$ cat config.mk
export PLATFORM = sky130hd
export DESIGN_NAME = dual_core_mem_arbiter_flat
export DESIGN_NICKNAME = d
export VERILOG_FILES = /design/src/rtl/cpu_types_pkg.sv /design/src/rtl/dual_core_mem_arbiter_if.sv /design/src/rtl/mem_arb_priority.sv /design/src/rtl/dual_core_mem_arbiter.sv /design/src/flat_wrapper.sv
export SDC_FILE = /design/constraint.sdc
export NUM_CORES = 1
export LEC_CHECK = 0
export BUFFER_PORTS_ARGS = -buffer_cell sky130_fd_sc_hd__buf_2
export CORE_AREA = 2 2 143 145
export DETAILED_ROUTE_END_ITERATION = 7
export DIE_AREA = 0 0 145 147
export HOLD_SLACK_MARGIN = 0.15
export SLEW_MARGIN = 15
export SYNTH_ARGS = -nofsm -noshare
export SYNTH_HDL_FRONTEND = slang
export SYNTH_SLANG_ARGS = --single-unit
$ cat constraint.sdc
create_clock -name CLK -period 2.1 [get_ports CLK]
set_input_delay 0.315 -clock CLK [delete_from_list [all_inputs] [get_ports CLK]]
set_output_delay 0.315 -clock CLK [all_outputs]
set_load 0.02 [all_outputs]
$ cat src/rtl/cpu_types_pkg.sv
// Shared CPU/memory types used by the memory arbiter slice.
// Contents:
//   ramstate_t : RAM port status (FREE, BUSY, ACCESS, ERROR)
//   word_t     : native 32-bit machine word
//   src_id_t   : arbiter source id, encoded {core, is_data}
//   make_src   : builds a source id from core index and class
package cpu_types_pkg;

    typedef enum logic [1:0] {
        FREE   = 2'd0,
        BUSY   = 2'd1,
        ACCESS = 2'd2,
        ERROR  = 2'd3
    } ramstate_t;

    typedef logic [31:0] word_t;

    typedef enum logic [1:0] {
        ISRC0 = 2'b00,
        DSRC0 = 2'b01,
        ISRC1 = 2'b10,
        DSRC1 = 2'b11
    } src_id_t;

    function automatic src_id_t make_src(input logic core, input logic is_data);
        return src_id_t'({core, is_data});
    endfunction

endpackage

$ cat src/rtl/dual_core_mem_arbiter_if.sv
// Bus bundle between the two cores' caches, the arbiter and the RAM model.
// Cache side : iREN/iaddr -> iwait/iload, dREN/dWEN/daddr/dstore -> dwait/dload
// RAM side   : ramREN/ramWEN/ramaddr/ramstore -> ramload/ramstate
// Status     : timeout_err (sticky)
// Modports   : slave  = the arbiter
//              master = caches + RAM model (the environment around the arbiter)
interface dual_core_mem_arbiter_if #(
    parameter int unsigned ADDR_W = 32,
    parameter int unsigned DATA_W = 32
);
    import cpu_types_pkg::*;

    logic [1:0]             iREN;
    logic [1:0][ADDR_W-1:0] iaddr;
    logic [1:0]             iwait;
    logic [DATA_W-1:0]      iload;

    logic [1:0]             dREN;
    logic [1:0]             dWEN;
    logic [1:0][ADDR_W-1:0] daddr;
    logic [1:0][DATA_W-1:0] dstore;
    logic [1:0]             dwait;
    logic [DATA_W-1:0]      dload;

    logic                   ramREN;
    logic                   ramWEN;
    logic [ADDR_W-1:0]      ramaddr;
    logic [DATA_W-1:0]      ramstore;
    logic [DATA_W-1:0]      ramload;
    ramstate_t              ramstate;

    logic                   timeout_err;

    modport slave (
        input  iREN, iaddr, dREN, dWEN, daddr, dstore, ramload, ramstate,
        output iwait, iload, dwait, dload, ramREN, ramWEN, ramaddr, ramstore, timeout_err
    );

    modport master (
        output iREN, iaddr, dREN, dWEN, daddr, dstore, ramload, ramstate,
        input  iwait, iload, dwait, dload, ramREN, ramWEN, ramaddr, ramstore, timeout_err
    );

endinterface

$ cat src/rtl/mem_arb_priority.sv
// Combinational winner selection for the shared RAM port.
// Inputs : ireq[1:0] instruction requests, dreq[1:0] data requests (read or write),
//          rr_core    core that gets first pick within a class
// Outputs: winner     source id {core, is_data}, valid when any request is pending
// Data requests always beat instruction requests.
module mem_arb_priority
    import cpu_types_pkg::*;
(
    input  logic [1:0] ireq,
    input  logic [1:0] dreq,
    input  logic       rr_core,
    output src_id_t    winner,
    output logic       valid
);

    logic other_core;

    assign other_core = ~rr_core;

    always_comb begin
        winner = ISRC0;
        valid  = 1'b1;
        if (dreq[rr_core]) begin
            winner = make_src(rr_core, 1'b1);
        end else if (dreq[other_core]) begin
            winner = make_src(other_core, 1'b1);
        end else if (ireq[rr_core]) begin
            winner = make_src(rr_core, 1'b0);
        end else if (ireq[other_core]) begin
            winner = make_src(other_core, 1'b0);
        end else begin
            valid = 1'b0;
        end
    end

endmodule

$ cat src/rtl/dual_core_mem_arbiter.sv
// Arbiter for the single shared RAM port between both cores' icache and dcache.
// Ports:
//   CLK  : system clock, rising edge
//   RST  : asynchronous active-high reset
//   bus  : dual_core_mem_arbiter_if.slave (cache requests/waits, RAM strobes/response,
//          sticky timeout_err)
// One transaction at a time: IDLE picks a winner, XFER drives the RAM from the owner's
// live request until ACCESS (complete), ERROR (retry via re-arbitration) or request drop
// (abort). The RAM response is steered back to the owner only in its ACCESS cycle.
module dual_core_mem_arbiter
    import cpu_types_pkg::*;
#(
    parameter int unsigned ADDR_W   = 32,
    parameter int unsigned DATA_W   = 32,
    parameter int unsigned MAX_WAIT = 255
) (
    input logic CLK,
    input logic RST,
    dual_core_mem_arbiter_if.slave bus
);

    localparam int unsigned CNT_W = (MAX_WAIT > 0) ? $clog2(MAX_WAIT + 1) : 1;
    localparam logic [CNT_W-1:0] CNT_MAX = CNT_W'(MAX_WAIT);

    typedef enum logic {
        StIdle,
        StXfer
    } state_t;

    state_t           state_q, state_d;
    src_id_t          owner_q, owner_d;
    logic             rr_core_q, rr_core_d;
    logic [CNT_W-1:0] wait_cnt_q, wait_cnt_d;
    logic             timeout_q, timeout_d;

    logic [1:0]        dreq;
    src_id_t           win_id;
    logic              win_valid;
    logic              own_core;
    logic              own_data;
    logic              own_req;
    logic              ack;
    logic              ram_ren;
    logic              ram_wen;
    logic [ADDR_W-1:0] ram_addr;
    logic [DATA_W-1:0] ram_store;
    logic [1:0]        iwait_v;
    logic [1:0]        dwait_v;

    assign dreq     = bus.dREN | bus.dWEN;
    assign own_core = owner_q[1];
    assign own_data = owner_q[0];
    assign own_req  = own_data ? dreq[own_core] : bus.iREN[own_core];

    mem_arb_priority u_priority (
        .ireq    (bus.iREN),
        .dreq    (dreq),
        .rr_core (rr_core_q),
        .winner  (win_id),
        .valid   (win_valid)
    );

    always_ff @(posedge CLK or posedge RST) begin
        if (RST) begin
            state_q    <= StIdle;
            owner_q    <= ISRC0;
            rr_core_q  <= 1'b0;
            wait_cnt_q <= '0;
            timeout_q  <= 1'b0;
        end else begin
            state_q    <= state_d;
            owner_q    <= owner_d;
            rr_core_q  <= rr_core_d;
            wait_cnt_q <= wait_cnt_d;
            timeout_q  <= timeout_d;
        end
    end

    always_comb begin
        state_d    = state_q;
        owner_d    = owner_q;
        rr_core_d  = rr_core_q;
        wait_cnt_d = wait_cnt_q;
        timeout_d  = timeout_q;
        ack        = 1'b0;
        ram_ren    = 1'b0;
        ram_wen    = 1'b0;
        ram_addr   = '0;
        ram_store  = '0;

        unique case (state_q)
            StIdle: begin
                if (win_valid) begin
                    state_d    = StXfer;
                    owner_d    = win_id;
                    wait_cnt_d = '0;
                end
            end
            StXfer: begin
                // Strobes follow the owner's live request so a dropped request
                // deasserts the RAM strobe in the same cycle.
                ram_addr  = own_data ? bus.daddr[own_core] : bus.iaddr[own_core];
                ram_store = own_data ? bus.dstore[own_core] : '0;
                ram_ren   = own_data ? bus.dREN[own_core] : bus.iREN[own_core];
                ram_wen   = own_data & bus.dWEN[own_core];

                if (!own_req) begin
                    // Abort takes precedence: never hand back data nobody waits for.
                    state_d = StIdle;
                end else begin
                    case (bus.ramstate)
                        ACCESS: begin
                            ack       = 1'b1;
                            state_d   = StIdle;
                            rr_core_d = ~own_core;
                        end
                        ERROR: begin
                            state_d = StIdle;
                        end
                        default: begin
                            if (wait_cnt_q != CNT_MAX) begin
                                wait_cnt_d = wait_cnt_q + CNT_W'(1);
                            end
                            if (wait_cnt_d == CNT_MAX) begin
                                timeout_d = 1'b1;
                            end
                        end
                    endcase
                end
            end
            default: begin
                state_d = StIdle;
            end
        endcase
    end

    always_comb begin
        iwait_v = '0;
        dwait_v = '0;
        for (int k = 0; k < 2; k++) begin
            iwait_v[k] = bus.iREN[k] & ~(ack & ~own_data & (own_core == 1'(k)));
            dwait_v[k] = dreq[k] & ~(ack & own_data & (own_core == 1'(k)));
        end
    end

    assign bus.iwait       = iwait_v;
    assign bus.dwait       = dwait_v;
    assign bus.iload       = (ack & ~own_data) ? bus.ramload : '0;
    assign bus.dload       = (ack & own_data) ? bus.ramload : '0;
    assign bus.ramREN      = ram_ren;
    assign bus.ramWEN      = ram_wen;
    assign bus.ramaddr     = ram_addr;
    assign bus.ramstore    = ram_store;
    assign bus.timeout_err = timeout_q;

endmodule

$ cat src/flat_wrapper.sv
// flat-port wrapper written by rule: the top's interface ports become plain ports
module dual_core_mem_arbiter_flat import cpu_types_pkg::*;
#(
    parameter int unsigned ADDR_W   = 32,
    parameter int unsigned DATA_W   = 32,
    parameter int unsigned MAX_WAIT = 255
)
  (CLK, RST, bus_iREN, bus_iaddr, bus_dREN, bus_dWEN, bus_daddr, bus_dstore, bus_ramload, bus_ramstate, bus_iwait, bus_iload, bus_dwait, bus_dload, bus_ramREN, bus_ramWEN, bus_ramaddr, bus_ramstore, bus_timeout_err);
  dual_core_mem_arbiter_if #(.ADDR_W(ADDR_W), .DATA_W(DATA_W)) bus_i ();
  input logic CLK;
  input logic RST;
  input wire logic [$bits(bus_i.iREN)-1:0] bus_iREN;
  input wire logic [$bits(bus_i.iaddr)-1:0] bus_iaddr;
  input wire logic [$bits(bus_i.dREN)-1:0] bus_dREN;
  input wire logic [$bits(bus_i.dWEN)-1:0] bus_dWEN;
  input wire logic [$bits(bus_i.daddr)-1:0] bus_daddr;
  input wire logic [$bits(bus_i.dstore)-1:0] bus_dstore;
  input wire logic [$bits(bus_i.ramload)-1:0] bus_ramload;
  input wire logic [$bits(bus_i.ramstate)-1:0] bus_ramstate;
  output wire logic [$bits(bus_i.iwait)-1:0] bus_iwait;
  output wire logic [$bits(bus_i.iload)-1:0] bus_iload;
  output wire logic [$bits(bus_i.dwait)-1:0] bus_dwait;
  output wire logic [$bits(bus_i.dload)-1:0] bus_dload;
  output wire logic [$bits(bus_i.ramREN)-1:0] bus_ramREN;
  output wire logic [$bits(bus_i.ramWEN)-1:0] bus_ramWEN;
  output wire logic [$bits(bus_i.ramaddr)-1:0] bus_ramaddr;
  output wire logic [$bits(bus_i.ramstore)-1:0] bus_ramstore;
  output wire logic [$bits(bus_i.timeout_err)-1:0] bus_timeout_err;
  assign bus_i.iREN = bus_iREN;
  assign bus_i.iaddr = bus_iaddr;
  assign bus_i.dREN = bus_dREN;
  assign bus_i.dWEN = bus_dWEN;
  assign bus_i.daddr = bus_daddr;
  assign bus_i.dstore = bus_dstore;
  assign bus_i.ramload = bus_ramload;
  assign bus_i.ramstate = bus_ramstate;
  assign bus_iwait = bus_i.iwait;
  assign bus_iload = bus_i.iload;
  assign bus_dwait = bus_i.dwait;
  assign bus_dload = bus_i.dload;
  assign bus_ramREN = bus_i.ramREN;
  assign bus_ramWEN = bus_i.ramWEN;
  assign bus_ramaddr = bus_i.ramaddr;
  assign bus_ramstore = bus_i.ramstore;
  assign bus_timeout_err = bus_i.timeout_err;
  dual_core_mem_arbiter #(.ADDR_W(ADDR_W), .DATA_W(DATA_W), .MAX_WAIT(MAX_WAIT)) u_core (.CLK(CLK), .RST(RST), .bus(bus_i));
endmodule
==> results of run 1 <==
==> where the power goes <==
part           switching (uW)  internal [uW]  leakage, uW  total (uW)
Clock                     103            256    0.0000382         359
Combinational            2750           2450      0.00275        5200
Sequential               84.1            316     0.000168         401
==> cell families (layout without fill, tap and decap cells) <==
group | count (synthesis) | after routing
adders and majority gates | 2 | 2
AOI/OAI and AO/OA | 30 | 30
muxes | 70 | 70
other | 0 | 5
DFF | 13 | 13
buffers and inverters | 29 | 406
and+or+nand+nor | 162 | 162
==> area by class of cell <==
cell class | count | area (sq um) | area share (%)
inverters | 3 | 11.26 | 0.2056
flip-flops and latches | 13 | 330.3 | 6.030
well taps | 270 | 337.8 | 6.167
repair buffers | 399 | 2318 | 42.33
multi-input cells | 264 | 2389 | 43.60
diodes | 5 | 12.51 | 0.2284
clock buffers | 4 | 78.83 | 1.439
==> metrics by stage <==
stage                     setup WS, ps  util, %  instances  hold WS (ps)
after floorplan                  87.82        -        306         192.0
after CTS                       -138.7    26.46        946         474.7
after global routing            -200.5    27.58        956         492.8
final                           -150.9    27.60        958         469.9
after global placement           65.28    25.39        938         397.1
after detailed placement         32.86    25.39        938         400.8
==> per-layer routing <==
| layer | GRT usage [%] | part of all wire [%] |
|---|---|---|
| met5 | 0 | 0.28 |
| met4 | 4.257 | 2.1 |
| met2 | 23.83 | 49 |
| met1 | 15.16 | 36 |
| met3 | 6.522 | 12 |
==> final timing paths <==
check,startpoint,endpoint,slack [ps]
min,u_core.bus.timeout_err,u_core.bus.timeout_err,470
max,u_core.owner_q[1],bus_iload[16],-150
max reg2reg,u_core.owner_q[1],u_core.wait_cnt_q[0],70
min reg2reg,u_core.bus.timeout_err,u_core.bus.timeout_err,470
min in group asynchronous,RST,u_core.wait_cnt_q[2],680
max in group asynchronous,RST,u_core.owner_q[1],1020
==> state kept, by name, summed over array words and instances (netlist names) <==
register                flops
u_core.owner_q              2
u_core.state_q              1
u_core.wait_cnt_q           8
u_core.rr_core_q            1
u_core.bus.timeout_err      1
==> cell usage in the layout (no fill, tap or decap), drive strengths merged, types with 2 or more instances in the layout <==
cell type	Yosys	routed
and2	99	99
nor2	39	39
nand2b	3	3
dfrtp	13	13
mux4	33	33
clkbuf	13	6
a21boi	3	3
nor3b	2	2
buf	13	396
mux2	3	3
a311oi	5	5
and3	3	3
a21o	2	2
a21oi	4	4
a31o	2	2
mux2i	34	34
a31oi	7	7
inv	3	3
nand4	3	3
nand2	8	8
diode	0	5
==> worst max-delay path: stages (launching register included) <==
cell and delay (ps):
dfrtp_4 510, mux2_1 320, o21a_1 190, nor3b_4 170
buf_12 170, and2_1 170, buf_2 160
==> what timing repair did <==
item                       4_1_cts  5_1_grt
setup buffers                    2        5
hold buffers                     1        0
hold endpoints to repair        13        0
pin swaps                        1        7
resized for setup               25       42
setup endpoints to repair      116      129
gates cloned                     1        2
==> results.md, run 1 <==
- Status: complete, but fails checks
- Failing checks: negative setup slack
- P_leak: 0.002957 uW
- Hold Path Class: flop to flop
- Slew margin rel.: 64.92%
- CORE AREA: 19840 sq um
- Share of the synthesized area in the top cell type: 25.66%
- EDFF count, synth: 0
- First-pass GRT wire length: 22600 microns
- WP data arrival: 1940 ps
- Port bufs: ~370
- Synth Area in Adders: 0.8018%
- Clk root buf: clkbuf_16
- Sink Count: 13
- Via/cell ratio: 4.128
- Final Critical Period: approximately 2300 ps
- Least-Margin Pin Slew: 525.6 ps
- Multiplexer area fraction after synthesis: 39.91%
- Num ports: 369
- Worst skew pair latency: around 240 ps
- Count leader, synth: and2_1
- Gr usage total: between 10 and 15%
- Die width: 145 microns
- Async SR Flop Fraction: 100.0%
- Peak Freq: ~440 MHz
- Fillers: 2124
- Fin worst setup slack: -150.9 ps
- Post-Syn Nets: between 500 and 600
- Vias: 3955
- Hold Fails Final Rpt: 0
- Pwr Total: 5961 uW
- Drt pass-1 iters: 4
- Post-synth top area cell: mux4_2
- Post-Synthesis Cells: between 300 and 400
- Die Height: 147 microns
- Overflow after GRT: 0
- Synthesized area: about 2800 sq um
- Initial antenna violation count: 9
- Effective utilization at floorplan: 14.16%
- Dpl cell area: 5039 sq um
- CP max FO: 32
- Final instance area: about 5500 sq um
- Worst Setup End Kind: primary output
- DRT iter0 DRCs: 140
- Peak supply drop: 0.3158 mV
- Yosys cell types: 45
- Fin nets: 919
- #FFs+latches synth: 13
- Complex-gate fraction of the synthesized area: 8.641%
- Layout cells sized above 1: 68.08%
- Routability cong.: 0.8228
- Xor/xnor share of the synthesized area: 0%
- Clock Path Buffers: 2
- Simple-gate share of the synthesized area: approximately 34%
- Warning count from the yosys run: 0
- Number of global-route vias before repair: 3846
- Most frequent cells after synthesis: 99 x and2_1, 38 x nor2_1, 34 x mux2i_1
- Required @ worst endpoint: 1780 ps
- RSZ-0062 raised after global routing: true
- Largest net degree at the start of global routing: 34
- Power per cell area: 1088 nW/um^2
- Post-route setup TNS: -8166 ps
- Top cells by area, synth: mux4_2 26%, and2_1 22%, mux2i_1 12%, dfrtp_1 12%, nor2_1 5.1%
- Most used DFF post-synth: dfrtp_1
- Clock Pin Slew Worst Setup and Hold Paths: 40 ps
- Register area share after synthesis: 11.58%
- Final setup viols: 81
- Post-route ant nets: 0
- FF-to-FF path depth: 9
- Main combinational cell family by area after synthesis: multiplexers
- H-tree Lvls: 1
- Worst setup SP type: flop
- TritonCTS buffer count: 3
- Area growth syn-to-layout: 95.01%
- Remaining DRCs: 0
- Period Utilization, post-route: 107.2%
- Setup CP Type: flop to primary output
- Clock Skew: 1.021 ps
- Wire per inst: around 17 microns
- Max Cap Viol: 0
- DP HPWL: 13770 microns
- Worst Hold Depth: 1
- Avg Inst Size Synth: between 9 and 10 sq um
- DRT Wirelength: around 16000 microns
- CTS tree: built
- DIE AREA: 21320 sq um
- Cell Rows: 52
- Max Slew Vio Count: 0
Note: power is estimated with default switching activity, not from simulation.
==> run 2: changes to the inputs <==
Settings changed: MAX_ROUTING_LAYER from default to met4.
==> results.md, run 2 (same netlist as run 1, synthesis figures left out) <==
- Status: complete, but fails checks (unchanged)
- Failing checks: negative setup slack (unchanged)
- Max Slew Vio Count: 0 (unchanged)
- Drt pass-1 iters: 4 (unchanged)
- CP max FO: 32 (unchanged)
- DRT met1 WL: 5935 microns (was 5962 microns)
- Worst setup SP type: flop (unchanged)
- Switching Share: 49.33% (was 49.29%)
- Cell Rows: 52 (unchanged)
- Max Cap Viol: 0 (unchanged)
- Remaining DRCs: 0 (unchanged)
- Largest net degree at the start of global routing: 34 (unchanged)
- CORE AREA: 19840 sq um (unchanged)
- Final Critical Period: 2253 ps (was 2251 ps)
- Port bufs: 368 (unchanged)
- Setup CP Type: flop to primary output (unchanged)
- CTS tree: built (unchanged)
- Final instance area: 5488 sq um (was 5478 sq um)
- TritonCTS buffer count: 3 (unchanged)
- Vias: 3916 (was 3955)
- DRT iter0 DRCs: 137 (was 140)
- Post-route ant nets: 0 (unchanged)
- Leading cell type in the layout, fill and taps excluded: buf_2 (unchanged)
- WP data arrival: 1940 ps (about the same)
- Worst hold slack: 470.2 ps (was 469.9 ps)
- H-tree Lvls: 1 (unchanged)
- Top Registers: u_core.wait_cnt_q x8, u_core.owner_q x2 (unchanged)
- Sink Count: 13 (unchanged)
- Clock Skew: 1.609 ps (was 1.021 ps)
- DP HPWL: 13770 microns (unchanged)
- Post-Route Utilization: 27.65% (was 27.60%)
- Pint: 3023 uW (about the same)
- Gr usage total: 14.24% (was 13.83%)
- Final setup viols: 86 (was 81)
- Hold Crit Endpoint: u_core.bus.timeout_err (unchanged)
- Commonest cells after routing, fill and taps aside: 346 x buf_2, 85 x and2_1, 38 x nor2_1 (unchanged)
- Fin worst setup slack: -153.0 ps (was -150.9 ps)
- Multi-input logic area: 2389 sq um (unchanged)
- Via/cell ratio: 4.071 (was 4.128)
- Required @ worst endpoint: 1780 ps (about the same)
- Die Height: 147 microns (unchanged)
- Overflow after GRT: 0 (unchanged)
- Power per cell area: 1087 nW/um^2 (was 1088 nW/um^2)
- Fillers: 2126 (was 2124)
- Clock Path Buffers: 2 (unchanged)
- Flip-flop and latch area: 330.3 sq um (unchanged)
- Layout cells sized above 1: 68.08% (unchanged)
- Met3 routed WL: 2079 microns (was 2035 microns)
- RR Startpoint: u_core.owner_q[1] (unchanged)
- Uppermost layer routed: met4 (was met5)
- DRT Wirelength: 16260 microns (was 16340 microns)
- Fin nets: 919 (unchanged)
- Die width: 145 microns (unchanged)
- DIE AREA: 21320 sq um (unchanged)
- First-pass GRT wire length: 22600 microns (about the same)
- Worst skew pair latency: 240 ps (about the same)
- Psw: 2942 uW (was 2938 uW)
- Post-route setup TNS: -8457 ps (was -8166 ps)
- Effective utilization at floorplan: 14.16% (unchanged)
- Number of global-route vias before repair: 3855 (was 3846)
- RSZ-0062 raised after global routing: true (unchanged)
- Hold Fails Final Rpt: 0 (unchanged)
- Num ports: 369 (unchanged)
- Clk pwr share: 6.1% (was 6.0%)
- Min-Delay Startpoint: u_core.bus.timeout_err (unchanged)
- Peak supply drop: 0.3189 mV (was 0.3158 mV)
- Flop pwr share: 6.7% (about the same)
- Initial antenna violation count: 9 (unchanged)
- Least-Margin Pin Slew: 523.2 ps (was 525.6 ps)
- Clock Pin Slew Worst Setup and Hold Paths: 40 ps (about the same)
- Comb pwr share: 87.2% (was 87.3%)
- Slew margin rel.: 65.08% (was 64.92%)
- Max FFs per register: 8 (unchanged)
- Wire per inst: 16.90 microns (was 17.05 microns)
- Worst Hold Depth: 1 (unchanged)
- Hold Path Class: flop to flop (unchanged)
- Clk root buf: clkbuf_16 (unchanged)
- Worst Setup End Kind: primary output (unchanged)
- R2R Setup Slk: 80 ps (was 70 ps)
- Routability cong.: 0.8352 (was 0.8228)
- Dpl cell area: 5039 sq um (unchanged)
- Biggest register: u_core.wait_cnt_q (unchanged)
- R2R Path End: u_core.wait_cnt_q[0] (unchanged)
- Peak Freq: 443.9 MHz (was 444.3 MHz)
- P_leak: 0.002957 uW (about the same)
- Area growth syn-to-layout: 95.37% (was 95.01%)
- Period Utilization, post-route: 107.3% (was 107.2%)
- FF-to-FF path depth: 9 (unchanged)
- Metal2 WL: 7983 microns (was 7956 microns)
==> run 2: cell types whose count changed in the layout (fill, tap and decap cells not counted) <==
cell and change:
diode_2 +4
==> run 2: stage by stage <==
stage	worst slack [ps]	std cells	total power, uW
global placement	65.28	938	5021
detailed placement	32.86	938	5019
floorplan	87.82	306	3478
finish	-153.0	962	5965
CTS	-138.7	946	5693
global route	-200.4	962	6388
==> run 2: worst max-delay path by stage <==
stage	start	endpoint	slack, ps	cells past startpoint
detailed placement	u_core.owner_q[1]	bus_ramaddr[0]	30	4
finish	u_core.owner_q[1]	bus_iload[16]	-150	6
floorplan	u_core.owner_q[1]	bus_iwait[0]	90	5
global route	u_core.owner_q[1]	bus_iload[16]	-200	6
global placement	u_core.owner_q[1]	bus_dwait[0]	70	7
CTS	u_core.owner_q[1]	bus_iload[16]	-140	6
==> run 2: timing repair <==
action                     4_1_cts  5_1_grt
setup endpoints to repair      116      129
hold buffers                     1        0
pin swaps                        1        7
gates resized for setup         25       42
cloned                           1        2
setup buffers                    2        5
hold endpoints to repair        13        0
==> run 2: power groups by stage <==
stage | sequential (uW) | combinational, uW | clock [uW]
after floorplan | 346 | 3130 | 0
after global placement | 389 | 4630 | 0
after detailed placement | 390 | 4630 | 0
after CTS | 394 | 4930 | 371
after global routing | 408 | 5600 | 382
final | 401 | 5200 | 364
==> run 2: cell type report <==
cell class                 count  share of cell area (%)
antenna                        9                  0.4104
timing repair buffer         399                   42.25
inverter                       3                  0.2052
multi-input combinational    264                   43.52
tap                          270                   6.156
clock buffer                   4                   1.436
sequential                    13                   6.019
==> run 2: metal layers <==
metal	up-vias	track usage, %
li1	1875	-
met1	1795	15.23
met2	235	23.76
met3	11	6.429
met4	0	4.307
met5	-	-
==> run 2: critical path, cell delays in order, from the launching register on <==
cell and delay, ps:
dfrtp_4 510, mux2_1 320, o21a_1 190, nor3b_4 170
buf_12 170, and2_1 170, buf_2 160
